===== config.mk =====
export PLATFORM = sky130hd
export DESIGN_NAME = lcd_fetch_flat
export DESIGN_NICKNAME = d
export VERILOG_FILES = /design/src/rtl/lcd_fetch_if.sv /design/src/rtl/lcd_fetch.sv /design/src/flat_wrapper.sv
export SDC_FILE = /design/constraint.sdc
export NUM_CORES = 1
export LEC_CHECK = 0
export ABC_AREA = 1
export ABC_CLOCK_PERIOD_IN_PS = 2300
export BUFFER_PORTS_ARGS = -buffer_cell sky130_fd_sc_hd__buf_2
export CORE_UTILIZATION = 50
export DETAILED_ROUTE_END_ITERATION = 10
export PLACE_DENSITY_LB_ADDON = 0.2
export SLEW_MARGIN = 10
export SYNTH_ARGS = -nofsm -noshare
export SYNTH_HDL_FRONTEND = slang
export SYNTH_SLANG_ARGS = --single-unit

===== constraint.sdc =====
create_clock -name clk -period 2.3 [get_ports clk]
set_input_delay 0.23 -clock clk [delete_from_list [all_inputs] [get_ports clk]]
set_output_delay 0.23 -clock clk [all_outputs]
set_load 0.03 [all_outputs]

===== src/rtl/lcd_fetch_if.sv =====
// CPU register bus, VRAM read port and pixel/sync outputs of the LCD scan-out engine.
interface lcd_fetch_if;
  logic [5:0]  AB;
  logic        cpu_rnw;
  logic        lcd_cs;
  logic [7:0]  data_in;
  logic [7:0]  vram_data;
  logic [12:0] vram_addr;
  logic        lcd_en;
  logic [1:0]  pixel;
  logic        pix_valid;
  logic        hsync;
  logic        vsync;

  modport master (
    output AB, cpu_rnw, lcd_cs, data_in, vram_data,
    input  vram_addr, lcd_en, pixel, pix_valid, hsync, vsync
  );

  modport slave (
    input  AB, cpu_rnw, lcd_cs, data_in, vram_data,
    output vram_addr, lcd_en, pixel, pix_valid, hsync, vsync
  );
endinterface


===== src/rtl/lcd_fetch.sv =====
// VRAM scan-out: one stolen VRAM slot per 6 ce ticks, 2bpp unpack, line/frame sync.
// Define LCD_FINE_SCROLL_EN to fetch 41 bytes per line and honour xscroll[1:0].
module lcd_fetch (
  input  logic       clk,
  input  logic       reset_n,
  input  logic       ce,
  lcd_fetch_if.slave bus
);
`ifdef LCD_FINE_SCROLL_EN
  localparam logic [5:0] LAST_SLOT = 6'd40;
`else
  localparam logic [5:0] LAST_SLOT = 6'd39;
`endif

  logic [2:0]  div;
  logic [5:0]  slot;
  logic [7:0]  line;
  logic [12:0] line_base;
  logic [7:0]  xscroll, sh_xscroll, sh_yscroll;
  logic        disp_en, sh_disp_en;
  logic [7:2]  shreg;
  logic        grp_pend, data_pend;
  logic        vs_tick, active_slot, fetch, cpu_wr, pix_ok;
  logic [12:0] addr_calc, lb_load;
  logic [1:0]  pix_src;

  assign vs_tick     = (div == 3'd0) && (slot == 6'd0) && (line == 8'd0);
  assign active_slot = (line < 8'd160) && (slot <= LAST_SLOT);
  assign fetch       = active_slot && disp_en;
  assign cpu_wr      = ~bus.cpu_rnw & bus.lcd_cs;
  assign addr_calc   = line_base + {7'd0, xscroll[7:2]} + {7'd0, slot};
  assign lb_load     = {5'd0, sh_yscroll} * 13'd48;
  assign bus.lcd_en  = (div == 3'd5) && fetch;

`ifdef LCD_FINE_SCROLL_EN
  logic [5:0] grp_slot;
  logic [7:0] pidx;
  // Pixel index within the line decides the xscroll[1:0] leading-edge blanking.
  assign pidx   = {grp_slot, 2'b00} + {6'd0, div[1:0]};
  assign pix_ok = (pidx >= {6'd0, xscroll[1:0]}) && (pidx < {6'd0, xscroll[1:0]} + 8'd160);
`else
  logic unused_fine;
  assign unused_fine = &{1'b0, xscroll[1:0]};
  assign pix_ok      = 1'b1;
`endif

  // First pixel comes straight off the VRAM bus; the rest from the shift register.
  always_comb begin
    pix_src = 2'b00;
    case (div[1:0])
      2'd0:    pix_src = data_pend ? bus.vram_data[1:0] : 2'b00;
      2'd1:    pix_src = shreg[3:2];
      2'd2:    pix_src = shreg[5:4];
      default: pix_src = shreg[7:6];
    endcase
  end

  always_ff @(posedge clk) begin
    if (!reset_n) begin
      div           <= 3'd0;
      slot          <= 6'd0;
      line          <= 8'd0;
      line_base     <= 13'd0;
      xscroll       <= 8'd0;
      disp_en       <= 1'b0;
      sh_xscroll    <= 8'd0;
      sh_yscroll    <= 8'd0;
      sh_disp_en    <= 1'b0;
      shreg         <= 6'd0;
      grp_pend      <= 1'b0;
      data_pend     <= 1'b0;
`ifdef LCD_FINE_SCROLL_EN
      grp_slot      <= 6'd0;
`endif
      bus.vram_addr <= 13'd0;
      bus.pixel     <= 2'b00;
      bus.pix_valid <= 1'b0;
      bus.hsync     <= 1'b0;
      bus.vsync     <= 1'b0;
    end else if (ce) begin
      if (div == 3'd5) begin
        div       <= 3'd0;
        grp_pend  <= active_slot;
        data_pend <= fetch;
`ifdef LCD_FINE_SCROLL_EN
        grp_slot  <= slot;
`endif
        if (slot == 6'd47) begin
          slot      <= 6'd0;
          line      <= (line == 8'd163) ? 8'd0 : line + 8'd1;
          line_base <= line_base + 13'd48;
        end else begin
          slot <= slot + 6'd1;
        end
      end else begin
        div <= div + 3'd1;
      end

      if (cpu_wr) begin
        case (bus.AB)
          6'h02:   sh_xscroll <= bus.data_in;
          6'h03:   sh_yscroll <= bus.data_in;
          6'h26:   sh_disp_en <= bus.data_in[3];
          default: ;
        endcase
      end

      // Live copies read the old shadow, so a same-tick write waits a frame.
      if (vs_tick) begin
        xscroll   <= sh_xscroll;
        disp_en   <= sh_disp_en;
        line_base <= lb_load;
      end

      bus.vram_addr <= addr_calc;
      bus.hsync     <= (div == 3'd0) && (slot == 6'd0);
      bus.vsync     <= vs_tick;

      if (grp_pend && !div[2]) begin
        bus.pix_valid <= pix_ok;
        bus.pixel     <= pix_ok ? pix_src : 2'b00;
        if (div == 3'd0) shreg <= data_pend ? bus.vram_data[7:2] : 6'd0;
      end else begin
        bus.pix_valid <= 1'b0;
        bus.pixel     <= 2'b00;
      end
    end
  end
endmodule


===== src/flat_wrapper.sv =====
// flat-port wrapper written by rule: the top's interface ports become plain ports
module lcd_fetch_flat 
  (clk, reset_n, ce, bus_AB, bus_cpu_rnw, bus_lcd_cs, bus_data_in, bus_vram_data, bus_vram_addr, bus_lcd_en, bus_pixel, bus_pix_valid, bus_hsync, bus_vsync);
  lcd_fetch_if bus_i ();
  input  logic clk;
  input  logic reset_n;
  input  logic ce;
  input wire logic [$bits(bus_i.AB)-1:0] bus_AB;
  input wire logic [$bits(bus_i.cpu_rnw)-1:0] bus_cpu_rnw;
  input wire logic [$bits(bus_i.lcd_cs)-1:0] bus_lcd_cs;
  input wire logic [$bits(bus_i.data_in)-1:0] bus_data_in;
  input wire logic [$bits(bus_i.vram_data)-1:0] bus_vram_data;
  output wire logic [$bits(bus_i.vram_addr)-1:0] bus_vram_addr;
  output wire logic [$bits(bus_i.lcd_en)-1:0] bus_lcd_en;
  output wire logic [$bits(bus_i.pixel)-1:0] bus_pixel;
  output wire logic [$bits(bus_i.pix_valid)-1:0] bus_pix_valid;
  output wire logic [$bits(bus_i.hsync)-1:0] bus_hsync;
  output wire logic [$bits(bus_i.vsync)-1:0] bus_vsync;
  assign bus_i.AB = bus_AB;
  assign bus_i.cpu_rnw = bus_cpu_rnw;
  assign bus_i.lcd_cs = bus_lcd_cs;
  assign bus_i.data_in = bus_data_in;
  assign bus_i.vram_data = bus_vram_data;
  assign bus_vram_addr = bus_i.vram_addr;
  assign bus_lcd_en = bus_i.lcd_en;
  assign bus_pixel = bus_i.pixel;
  assign bus_pix_valid = bus_i.pix_valid;
  assign bus_hsync = bus_i.hsync;
  assign bus_vsync = bus_i.vsync;
  lcd_fetch u_core (.clk(clk), .reset_n(reset_n), .ce(ce), .bus(bus_i));
endmodule

==> results.json <==
{
  "num_io_pins": 46,
  "chipHeight_um": 94.7,
  "setup_repair_after_global_routing_missed_its_margin": "no",
  "place.gp.congestion": 0.860,
  "post-synth-top-count-cell": "sky130_fd_sc_hd__nand2_1",
  "io_buffer_count": 45,
  "drt-pass1-iter-count": 5,
  "finish.cell_count_without_fillers": 790,
  "synth.net_count": 691,
  "groute.layer.met1.usage_pct": 30.0,
  "ff_latch_area_um2": 1480,
  "timing.max_slew.rel_slack_pct": 56.3,
  "status": "finished clean",
  "max_clock_freq_mhz": 484,
  "pin_count_of_the_biggest_net_entering_global_routing": 38,
  "worstHoldPathType": "primary input to flip-flop",
  "post_synth_inst_count": 637,
  "place_hpwl_mm": 7.25,
  "totalNegativeSetupSlack_ns": 0,
  "post_synth.cell_area_avg_um2": 6.74,
  "tightestPinTransition_ns": 0.655,
  "worst_skew_pair_latency_ns": 0.35,
  "die_area_um2": 8960,
  "worst_hold_path.num_cells": 3,
  "dr_total_vias": 4115,
  "max_cap_violations": 0,
  "global_routing_s_busiest_layer": "met2",
  "cts_buffer_depth": 2,
  "worstPathArrival_ns": 2.33,
  "tritoncts": "done",
  "synth_commonest_cells": "sky130_fd_sc_hd__nand2_1, sky130_fd_sc_hd__nor2_1, sky130_fd_sc_hd__dfxtp_1, sky130_fd_sc_hd__inv_1, sky130_fd_sc_hd__nand3_1",
  "grt_use_met2_pct": 39.6,
  "grt.overflow.total": 0,
  "worst_clock_skew_ns": 0.0125,
  "final_core_utilization_pct": 58.2,
  "fp.coreArea_um2": 8260,
  "floorplan.initialDensity_pct": 52.0,
  "die_x_um": 94.7,
  "number_of_antenna_violations_at_the_first_check_in_global_routing": 0,
  "synth_async_sr_flop_share_pct": 0,
  "maxSlewViolCount": 0,
  "hold_viol_final": 0,
  "filler_cell_count": 809,
  "gr-usage-all-layers_pct": 23.2,
  "power.static_leakage_nw": 2.37,
  "drive_gt1_share_pct": 12.7,
  "detailed_place.area_um2": 4600,
  "period_minus_slack_ns": 2.07,
  "distinct_cell_type_count_of_the_synthesized_netlist": 36,
  "cp-end-kind": "flip-flop",
  "detail_route.wl_per_cell_um": 12.4,
  "cts-htree-levels": 3,
  "routed_via_density": 5.21,
  "final_setup_violating_endpoints": 0,
  "setup_ws_ns": 0.233,
  "synth_top_area_share_pct": 34.5,
  "irDropWorstVdd_mv": 0.472,
  "numPlacedInstances": 774,
  "ys_ff_latch": 74,
  "pre_cts_setup_slack_ns": 0.259,
  "timing_worst_setup_path_type": "flip-flop to flip-flop",
  "synth_area_um2": 4290,
  "multiInputGateArea_um2": 2420,
  "number_of_flops_mapped_to_enable_cells_by_yosys": 0,
  "drc": 0,
  "worst_r2r_path_depth": 10,
  "cts-root-buf": "sky130_fd_sc_hd__clkbuf_8",
  "std_cell_rows": 33,
  "cp-start-kind": "flip-flop",
  "crit_fanout": 5,
  "insertedDiodeCount": 0,
  "fin_area_um2": 4810,
  "synthFlopType": "sky130_fd_sc_hd__dfxtp_1",
  "cts_made_buffers": 9,
  "grt_first_pass_wirelength_mm": 16.5,
  "finish.net_count": 734,
  "post_synth_main_area_contributors": "sky130_fd_sc_hd__dfxtp_1, sky130_fd_sc_hd__nand2_1, sky130_fd_sc_hd__nand3_1",
  "synthDominantAreaCellType": "sky130_fd_sc_hd__dfxtp_1",
  "detail-route-antenna-nets": 0,
  "cellPowerDensity_nw_per_um2": 576,
  "clkSinkCount": 74,
  "synth_seq_area_share_pct": 34.5,
  "drt_iter0_markers": 291,
  "clkSlewWorstSetupHoldPaths_ns": 0.09,
  "first_global_vias": 3732,
  "areaGrowthSynthToFinish_pct": 12.0,
  "totalWireLength_mm": 9.78,
  "grt_use_met3_pct": 3.22,
  "ys_warn_count": 0,
  "period_share_pct": 89.9,
  "required_time_of_the_worst_setup_path_ns": 2.57
}
==> power breakdown <==
group	leakage, nW	total (mW)	internal [mW]	switching [mW]
clock network	0.103	1.08	0.524	0.556
logic	1.67	0.335	0.111	0.224
registers	0.601	1.36	1.32	0.0387
total	2.37	2.77	1.95	0.819
==> logic make-up (layout without fill, tap and decap cells) <==
logic type | after synthesis | after routing | share of synthesized area (%)
adder cells (fa/ha/maj) | 27 | 27 | 8.57
AND/OR/NAND/NOR | 333 | 333 | 33.9
buffers and inverters | 97 | 145 | 9.12
XOR/XNOR | 10 | 10 | 2.04
flip-flops | 74 | 74 | 34.5
AO/OA/AOI/OAI | 96 | 96 | 11.9
==> cells in the final DEF, fill, tap and decap left out, drive strengths merged, types with 2 or more instances in the layout <==
cell type  count
xor2           8
a21oi         51
or2            3
nor2          81
xnor2          2
nor3           7
buf           51
nand4          9
a22oi          7
o2111ai        2
nand3         72
fa             4
clkinv         3
clkbuf         9
ha            23
inv           80
nand2        156
nand3b         3
o21ai         34
dfxtp         74
==> registers in the layout, indices dropped and copies added (netlist names) <==
register,count
u_core.sh_xscroll,6
u_core.shreg,6
u_core.sh_yscroll,8
u_core.data_pend,1
u_core.bus.hsync,1
u_core.bus.vsync,1
u_core.bus.pix_valid,1
u_core.bus.vram_addr,13
u_core.bus.pixel,2
u_core.grp_pend,1
u_core.line_base,9
u_core.slot,6
u_core.line,8
u_core.div,3
u_core.xscroll,6
u_core.sh_disp_en,1
u_core.disp_en,1
==> path summary, 6_finish.rpt <==
kind                        endpoint             start  slack, ns
min reg2reg         u_core.bus.vsync  u_core.bus.vsync       0.47
min                  u_core.shreg[7]  bus_vram_data[7]       0.11
max reg2reg  u_core.bus.vram_addr[7]    u_core.slot[5]       0.23
max          u_core.bus.vram_addr[7]    u_core.slot[5]       0.23
==> cell type report <==
| cell class | count | area share (%) |
|---|---|---|
| Timing Repair Buffer | 51 | 5.62 |
| Multi-Input combinational cell | 466 | 50.4 |
| Clock inverter | 7 | 1.74 |
| Clock buffer | 9 | 2.58 |
| Tap cell | 105 | 2.73 |
| Sequential cell | 74 | 30.8 |
| Inverter | 78 | 6.09 |
==> routing by layer <==
layer	wire length [um]	vias to the layer above
li1	-	2164
met3	390	11
met1	4830	1834
met5	0	-
met2	4460	106
met4	92	0
==> critical path: stages, from the launching register on <==
cell	delay (ns)
sky130_fd_sc_hd__dfxtp_1	0.44
sky130_fd_sc_hd__fa_1	0.45
sky130_fd_sc_hd__ha_1	0.36
sky130_fd_sc_hd__nand2_1	0.09
sky130_fd_sc_hd__nor2_1	0.10
sky130_fd_sc_hd__nand2_1	0.06
sky130_fd_sc_hd__nand3_1	0.18
sky130_fd_sc_hd__xnor2_1	0.14
sky130_fd_sc_hd__nand2_1	0.06
sky130_fd_sc_hd__nand2_1	0.06
sky130_fd_sc_hd__inv_1	0.03
==> metrics by stage <==
step,power [mW],hold WS (ns)
final,2.77,0.107
after detailed placement,1.72,0.458
after global placement,1.71,0.455
after CTS,2.79,0.101
after floorplan,1.62,0.372
after global routing,2.90,0.101
==> what timing repair did <==
action,4_1_cts,5_1_grt
setup endpoints to repair,0,1
setup buffers,0,0
gates resized for setup,0,1
hold buffers,0,0
No activity file was read; power rests on OpenSTA's default activity.
